File: src/rtl/jtag_bridge_pkg.sv
// Shared types and helpers for the JTAG user-DR to system-bus bridge.
package jtag_bridge_pkg;

    typedef enum logic {
        IDLE = 1'b0,
        PEND = 1'b1
    } state_t;

    // Status bit offsets above the response word in the captured DR image
    localparam int unsigned STAT_OVF_BIT  = 0;
    localparam int unsigned STAT_BUSY_BIT = 1;

    // Bit positions inside the synchronised JTAG input bundle
    localparam int unsigned JTAG_IN_W  = 7;
    localparam int unsigned JB_TDI     = 0;
    localparam int unsigned JB_TRESET  = 1;
    localparam int unsigned JB_UPDATE  = 2;
    localparam int unsigned JB_CAPTURE = 3;
    localparam int unsigned JB_SHIFT   = 4;
    localparam int unsigned JB_SEL     = 5;
    localparam int unsigned JB_TCK     = 6;

    function automatic int unsigned dr_len(input int unsigned data_width,
                                           input int unsigned addr_width);
        return 1 + addr_width + data_width;
    endfunction

endpackage

File: src/rtl/jtag_sync.sv
// Multi-bit flop-chain synchroniser; each bit is an independent level.
module jtag_sync #(
    parameter int unsigned WIDTH  = 1,
    parameter int unsigned STAGES = 2
) (
    input  logic             clk,
    input  logic             reset,
    input  logic [WIDTH-1:0] d,
    output logic [WIDTH-1:0] q
);

    if (STAGES < 2) begin : g_bad_stages
        $error("jtag_sync: STAGES must be at least 2");
    end

    logic [WIDTH-1:0] stg [STAGES];

    always_ff @(posedge clk or negedge reset) begin
        if (!reset) begin
            for (int i = 0; i < int'(STAGES); i++) begin
                stg[i] <= '0;
            end
        end else begin
            stg[0] <= d;
            for (int i = 1; i < int'(STAGES); i++) begin
                stg[i] <= stg[i-1];
            end
        end
    end

    assign q = stg[STAGES-1];

endmodule

File: src/rtl/jtag_dr_bridge.sv
// User data register behind BSCAN: shifts {we, addr, data} in, issues it as a
// valid/ready command on UPDATE, and returns {busy, overflow, rsp} on CAPTURE.
module jtag_dr_bridge
    import jtag_bridge_pkg::*;
#(
    parameter int unsigned DATA_WIDTH  = 32,
    parameter int unsigned ADDR_WIDTH  = 4,
    parameter int unsigned SYNC_STAGES = 2
) (
    input  logic                  clk,
    input  logic                  reset,
    input  logic                  tck,
    input  logic                  treset,
    input  logic                  sel,
    input  logic                  capture,
    input  logic                  shift,
    input  logic                  update,
    input  logic                  tdi,
    output logic                  tdo,
    output logic                  cmd_valid,
    input  logic                  cmd_ready,
    output logic                  cmd_we,
    output logic [ADDR_WIDTH-1:0] cmd_addr,
    output logic [DATA_WIDTH-1:0] cmd_data,
    input  logic                  rsp_valid,
    input  logic [DATA_WIDTH-1:0] rsp_data
);

    localparam int unsigned L        = dr_len(DATA_WIDTH, ADDR_WIDTH);
    localparam int unsigned OVF_POS  = DATA_WIDTH + STAT_OVF_BIT;
    localparam int unsigned BUSY_POS = DATA_WIDTH + STAT_BUSY_BIT;

    // The busy bit lives in the address field's slot, so it must exist
    if (ADDR_WIDTH < 1) begin : g_bad_addr_width
        $error("jtag_dr_bridge: ADDR_WIDTH must be at least 1");
    end

    logic [JTAG_IN_W-1:0]  jtag_raw;
    logic [JTAG_IN_W-1:0]  jtag_s;
    logic                  tck_hist;
    logic                  tck_act;
    logic                  do_cap;
    logic                  do_shift;
    logic                  do_upd;
    logic                  treset_s;
    logic                  hs;
    state_t                state;
    logic                  overflow;
    logic [L-1:0]          sr;
    logic [L-1:0]          cap_word;
    logic [DATA_WIDTH-1:0] rsp_reg;

    assign jtag_raw = {tck, sel, shift, capture, update, treset, tdi};

    jtag_sync #(
        .WIDTH  (JTAG_IN_W),
        .STAGES (SYNC_STAGES)
    ) u_sync (
        .clk   (clk),
        .reset (reset),
        .d     (jtag_raw),
        .q     (jtag_s)
    );

    always_ff @(posedge clk or negedge reset) begin
        if (!reset) begin
            tck_hist <= 1'b0;
        end else begin
            tck_hist <= jtag_s[JB_TCK];
        end
    end

    // TAP states are mutually exclusive; capture > shift > update guards glitches
    assign treset_s = jtag_s[JB_TRESET];
    assign tck_act  = jtag_s[JB_TCK] & ~tck_hist & jtag_s[JB_SEL];
    assign do_cap   = tck_act & jtag_s[JB_CAPTURE];
    assign do_shift = tck_act & ~jtag_s[JB_CAPTURE] & jtag_s[JB_SHIFT];
    assign do_upd   = tck_act & ~jtag_s[JB_CAPTURE] & ~jtag_s[JB_SHIFT] & jtag_s[JB_UPDATE];
    assign hs       = cmd_valid & cmd_ready;

    always_comb begin
        cap_word                     = '0;
        cap_word[DATA_WIDTH-1:0]     = rsp_reg;
        cap_word[OVF_POS]            = overflow;
        cap_word[BUSY_POS]           = (state == PEND);
    end

    // Shift register, serial output and response holding register
    always_ff @(posedge clk or negedge reset) begin
        if (!reset) begin
            sr      <= '0;
            tdo     <= 1'b0;
            rsp_reg <= '0;
        end else if (treset_s) begin
            sr      <= '0;
            tdo     <= 1'b0;
            rsp_reg <= '0;
        end else begin
            tdo <= sr[0];
            if (do_cap) begin
                sr <= cap_word;
            end else if (do_shift) begin
                sr <= {jtag_s[JB_TDI], sr[L-1:1]};
            end
            if (rsp_valid) begin
                rsp_reg <= rsp_data;
            end
        end
    end

    // Command FSM; an update on the handshake cycle re-arms without a gap
    always_ff @(posedge clk or negedge reset) begin
        if (!reset) begin
            state     <= IDLE;
            cmd_valid <= 1'b0;
            cmd_we    <= 1'b0;
            cmd_addr  <= '0;
            cmd_data  <= '0;
            overflow  <= 1'b0;
        end else if (treset_s) begin
            state     <= IDLE;
            cmd_valid <= 1'b0;
            overflow  <= 1'b0;
        end else begin
            if (do_cap) begin
                overflow <= 1'b0;
            end
            case (state)
                IDLE: begin
                    if (do_upd) begin
                        cmd_we    <= sr[L-1];
                        cmd_addr  <= sr[DATA_WIDTH+ADDR_WIDTH-1:DATA_WIDTH];
                        cmd_data  <= sr[DATA_WIDTH-1:0];
                        cmd_valid <= 1'b1;
                        state     <= PEND;
                    end
                end
                PEND: begin
                    if (hs) begin
                        if (do_upd) begin
                            cmd_we   <= sr[L-1];
                            cmd_addr <= sr[DATA_WIDTH+ADDR_WIDTH-1:DATA_WIDTH];
                            cmd_data <= sr[DATA_WIDTH-1:0];
                        end else begin
                            cmd_valid <= 1'b0;
                            state     <= IDLE;
                        end
                    end else if (do_upd) begin
                        overflow <= 1'b1;
                    end
                end
                default: begin
                    state     <= IDLE;
                    cmd_valid <= 1'b0;
                end
            endcase
        end
    end

endmodule

File: config.mk
export PLATFORM = sky130hd
export DESIGN_NAME = jtag_dr_bridge
export DESIGN_NICKNAME = d
export VERILOG_FILES = /design/src/rtl/jtag_bridge_pkg.sv /design/src/rtl/jtag_sync.sv /design/src/rtl/jtag_dr_bridge.sv
export SDC_FILE = /design/constraint.sdc
export NUM_CORES = 1
export LEC_CHECK = 0
export CAP_MARGIN = 10
export CELL_PAD_IN_SITES_DETAIL_PLACEMENT = 0
export CELL_PAD_IN_SITES_GLOBAL_PLACEMENT = 1
export CORE_ASPECT_RATIO = 1.4
export CORE_MARGIN = 4
export CORE_UTILIZATION = 44
export DETAILED_ROUTE_END_ITERATION = 10
export PLACE_DENSITY_LB_ADDON = 0.1
export REMOVE_ABC_BUFFERS = 1
export SKIP_CTS_REPAIR_TIMING = 1
export SYNTH_ARGS = -nofsm -noshare
export SYNTH_HDL_FRONTEND = slang
export SYNTH_SLANG_ARGS = --single-unit
File: constraint.sdc
create_clock -name clk -period 2.34 [get_ports clk]
set_input_delay 0.702 -clock clk [delete_from_list [all_inputs] [get_ports clk]]
set_output_delay 0.702 -clock clk [all_outputs]
set_load 0.01 [all_outputs]
==> impl_metrics.env <==
export IMPL_num_rows=46
export IMPL_dpl_cell_count=560
export IMPL_r2r_end="cmd_we$_DFFE_PN0P_"
export IMPL_r2r_slack_ps=380
export IMPL_layout_cells_non_filler=592
export IMPL_seq_area_um2=3130
export IMPL_reg2reg_depth=4
export IMPL_finClkSkew_ps=5.42
export IMPL_hold_class="primary input to asynchronous set/reset pin"
export IMPL_cp_max_fo=15
export IMPL_crit_required_ps=2620
export IMPL_coreArea_um2=11300
export IMPL_holdWs_ps=212
export IMPL_n_fill_cell=959
export IMPL_drc_errors=0
export IMPL_syn_instance_count=343
export IMPL_worst_setup_path_type="primary input to flip-flop"
export IMPL_finalSetupViolCount=0
export IMPL_fin_ws_ps=299
export IMPL_cts_tree="yes"
export IMPL_drt_wl_total_um=10600
export IMPL_ios=82
export IMPL_crit_arrival_ps=2320
export IMPL_synth_edf_count=0
export IMPL_fin_crit_sh_pct=87.2
export IMPL_grt_start_max_net_pins=47
export IMPL_grt_pass1_wl_um=18300
export IMPL_tightest_slew_ps=524
export IMPL_cp_slowest_stage_delay_ps=480
export IMPL_design_area_um2=6660
export IMPL_clkTransAtPathRegs_ps=50
export IMPL_dp_slack_ps=-106
export IMPL_cp_start_kind="primary input"
export IMPL_ir_drop_mv=0.523
export IMPL_clock_sinks=125
export IMPL_die_area_um2=13300
export IMPL_synth_top_area_share_pct=61.7
export IMPL_yosys_warnings=0
export IMPL_status="completed"
export IMPL_dp_hpwl_um=7000
export IMPL_root_buffer="clkbuf_16"
export IMPL_drive_gt1_share_pct=19.4
export IMPL_start_util_pct=44.9
export IMPL_yosysMostFrequentCell="dfrtp_1"
export IMPL_multiInputGateArea_um2=1800
export IMPL_synthArstFlopShare_pct=100
export IMPL_gr_total_overflow=0
export IMPL_slew_limit_headroom_pct=65.1
export IMPL_cts_buffers=17
export IMPL_path_cells="clkdlybuf4s50_1 -> a21boi_0 -> nor4b_4 -> buf_4 -> mux2_2"
export IMPL_cp_slowest_cell="clkdlybuf4s50_1"
export IMPL_gp_congestion=0.771
export IMPL_final_max_slew_viol_count=0
export IMPL_place_area_um2=6100
export IMPL_critPathTopFamily="buffers and inverters"
export IMPL_avgSynthCellArea_um2=14.8
export IMPL_r2r_start="u_sync.q[3]$_DFF_PN0_"
export IMPL_dr_pass1_iters=4
export IMPL_p_leak_uw=0.00322
export IMPL_die_h_um=135
export IMPL_cts_max_level=4
export IMPL_drv_cap=0
export IMPL_synth_area_leader_cell="dfrtp_1"
export IMPL_vias=3060
export IMPL_path_buf_inv=2
export IMPL_largest_reg_flops=37
export IMPL_drt_initial_drc_count=140
export IMPL_die_x_um=98.7
export IMPL_antenna_found_initial=0
export IMPL_synth_top_cells_by_area="dfrtp_1, mux2i_1, mux2_4, o2bb2ai_1, nor2_1"
export IMPL_ant_nets=0
export IMPL_syn_cell_area_um2=5070
export IMPL_grt_pass1_vias=3480
export IMPL_synth_cell_types=29
export IMPL_ys_seq_area_share_pct=61.7
export IMPL_fin_total_pwr_uw=5000
export IMPL_ys_flop_type="dfrtp_1"
export IMPL_synth_seq_cells=125
export IMPL_nets=478
export IMPL_power_density_nw_per_um2=751
export IMPL_n_antenna_cell=0
export IMPL_portBuffers=81
export IMPL_clock_fmax_ghz=0.490
export IMPL_clock_latency_ps=400
export IMPL_post_route_min_period_ps=2040
export IMPL_post_drt_via_cell_ratio=5.17
export IMPL_critPathCaptureType="flip-flop"
export IMPL_wl_per_cell_um=17.9
export IMPL_grt_usage_pct=17.4
export IMPL_final_hold_viol_count=0
export IMPL_clk_path_buf_depth=2
export IMPL_ys_top_cells_by_count="dfrtp_1, mux2i_1, nor2_1, o2bb2ai_1, mux2_4"
export IMPL_grt_setup_unrepaired="no"
export IMPL_area_growth_pct=31.5
worst max-delay path by stage:
stage / start / endpoint / slack, ps / cells after the start
finish: cmd_ready / cmd_we$_DFFE_PN0P_ / 300 / 5
global route: cmd_valid$_DFFE_PN0P_ / cmd_valid / 230 / 1
CTS: cmd_data[11]$_DFFE_PN0P_ / cmd_data[11] / 280 / 1
detailed placement: cmd_ready / cmd_addr[3]$_DFFE_PN0P_ / -110 / 5
global placement: cmd_ready / cmd_addr[2]$_DFFE_PN0P_ / -70 / 5
floorplan: u_sync.q[1]$_DFF_PN0_ / cmd_addr[0]$_DFFE_PN0P_ / -2140 / 2
metrics by stage:
step                setup TNS [ps]  util [%]
floorplan                   -85840         -
global placement             -1510      54.1
detailed placement           -2440      54.1
CTS                              0      59.1
global route                     0      59.1
finish                           0      59.1
final cells by class:
class / count / share of cell area, %
Clock buffer: 24 / 7.08
Clock inverter: 8 / 1.35
Inverter: 1 / 0.0563
Multi-Input combinational cell: 193 / 27.0
Sequential cell: 125 / 47.0
Tap cell: 144 / 2.70
Timing Repair Buffer: 97 / 14.9
placed cells by master, fill, tap and decap left out, types with 2 or more instances in the layout:
cell type,n
clkinv_2,6
clkdlybuf4s50_1,79
buf_4,11
mux2i_1,66
clkbuf_8,2
clkbuf_1,5
a22o_1,3
dfrtp_1,124
bufinv_16,2
mux2_2,7
o2bb2ai_1,34
clkbuf_16,17
nor2_1,34
nand2_1,3
mux2_4,30
buf_12,5
power by group:
group / total [uW] / leakage, uW / internal, uW / switching [uW]
Combinational: 257 / 0.00125 / 128 / 129
Sequential: 2240 / 0.00169 / 2210 / 33.7
Clock: 2500 / 0.000282 / 1610 / 888
metal layers:
layer / share of wire, % / track usage (%) / vias up
met5: 0 / 0 / -
met3: 4.2 / 4.86 / 14
met1: 45 / 22.6 / 1568
met4: 1.3 / 6.15 / 0
li1: - / - / 1418
met2: 50 / 28.3 / 60
kinds of logic (layout without fill, tap and decap cells):
group	after synthesis	in the layout	share of synthesized area, %
compound gates	42	42	7.11
buf+inv	25	130	3.14
flops	125	125	61.7
mux	103	103	23.5
simple gates	48	48	4.52
(Power assumes the default switching activity.)
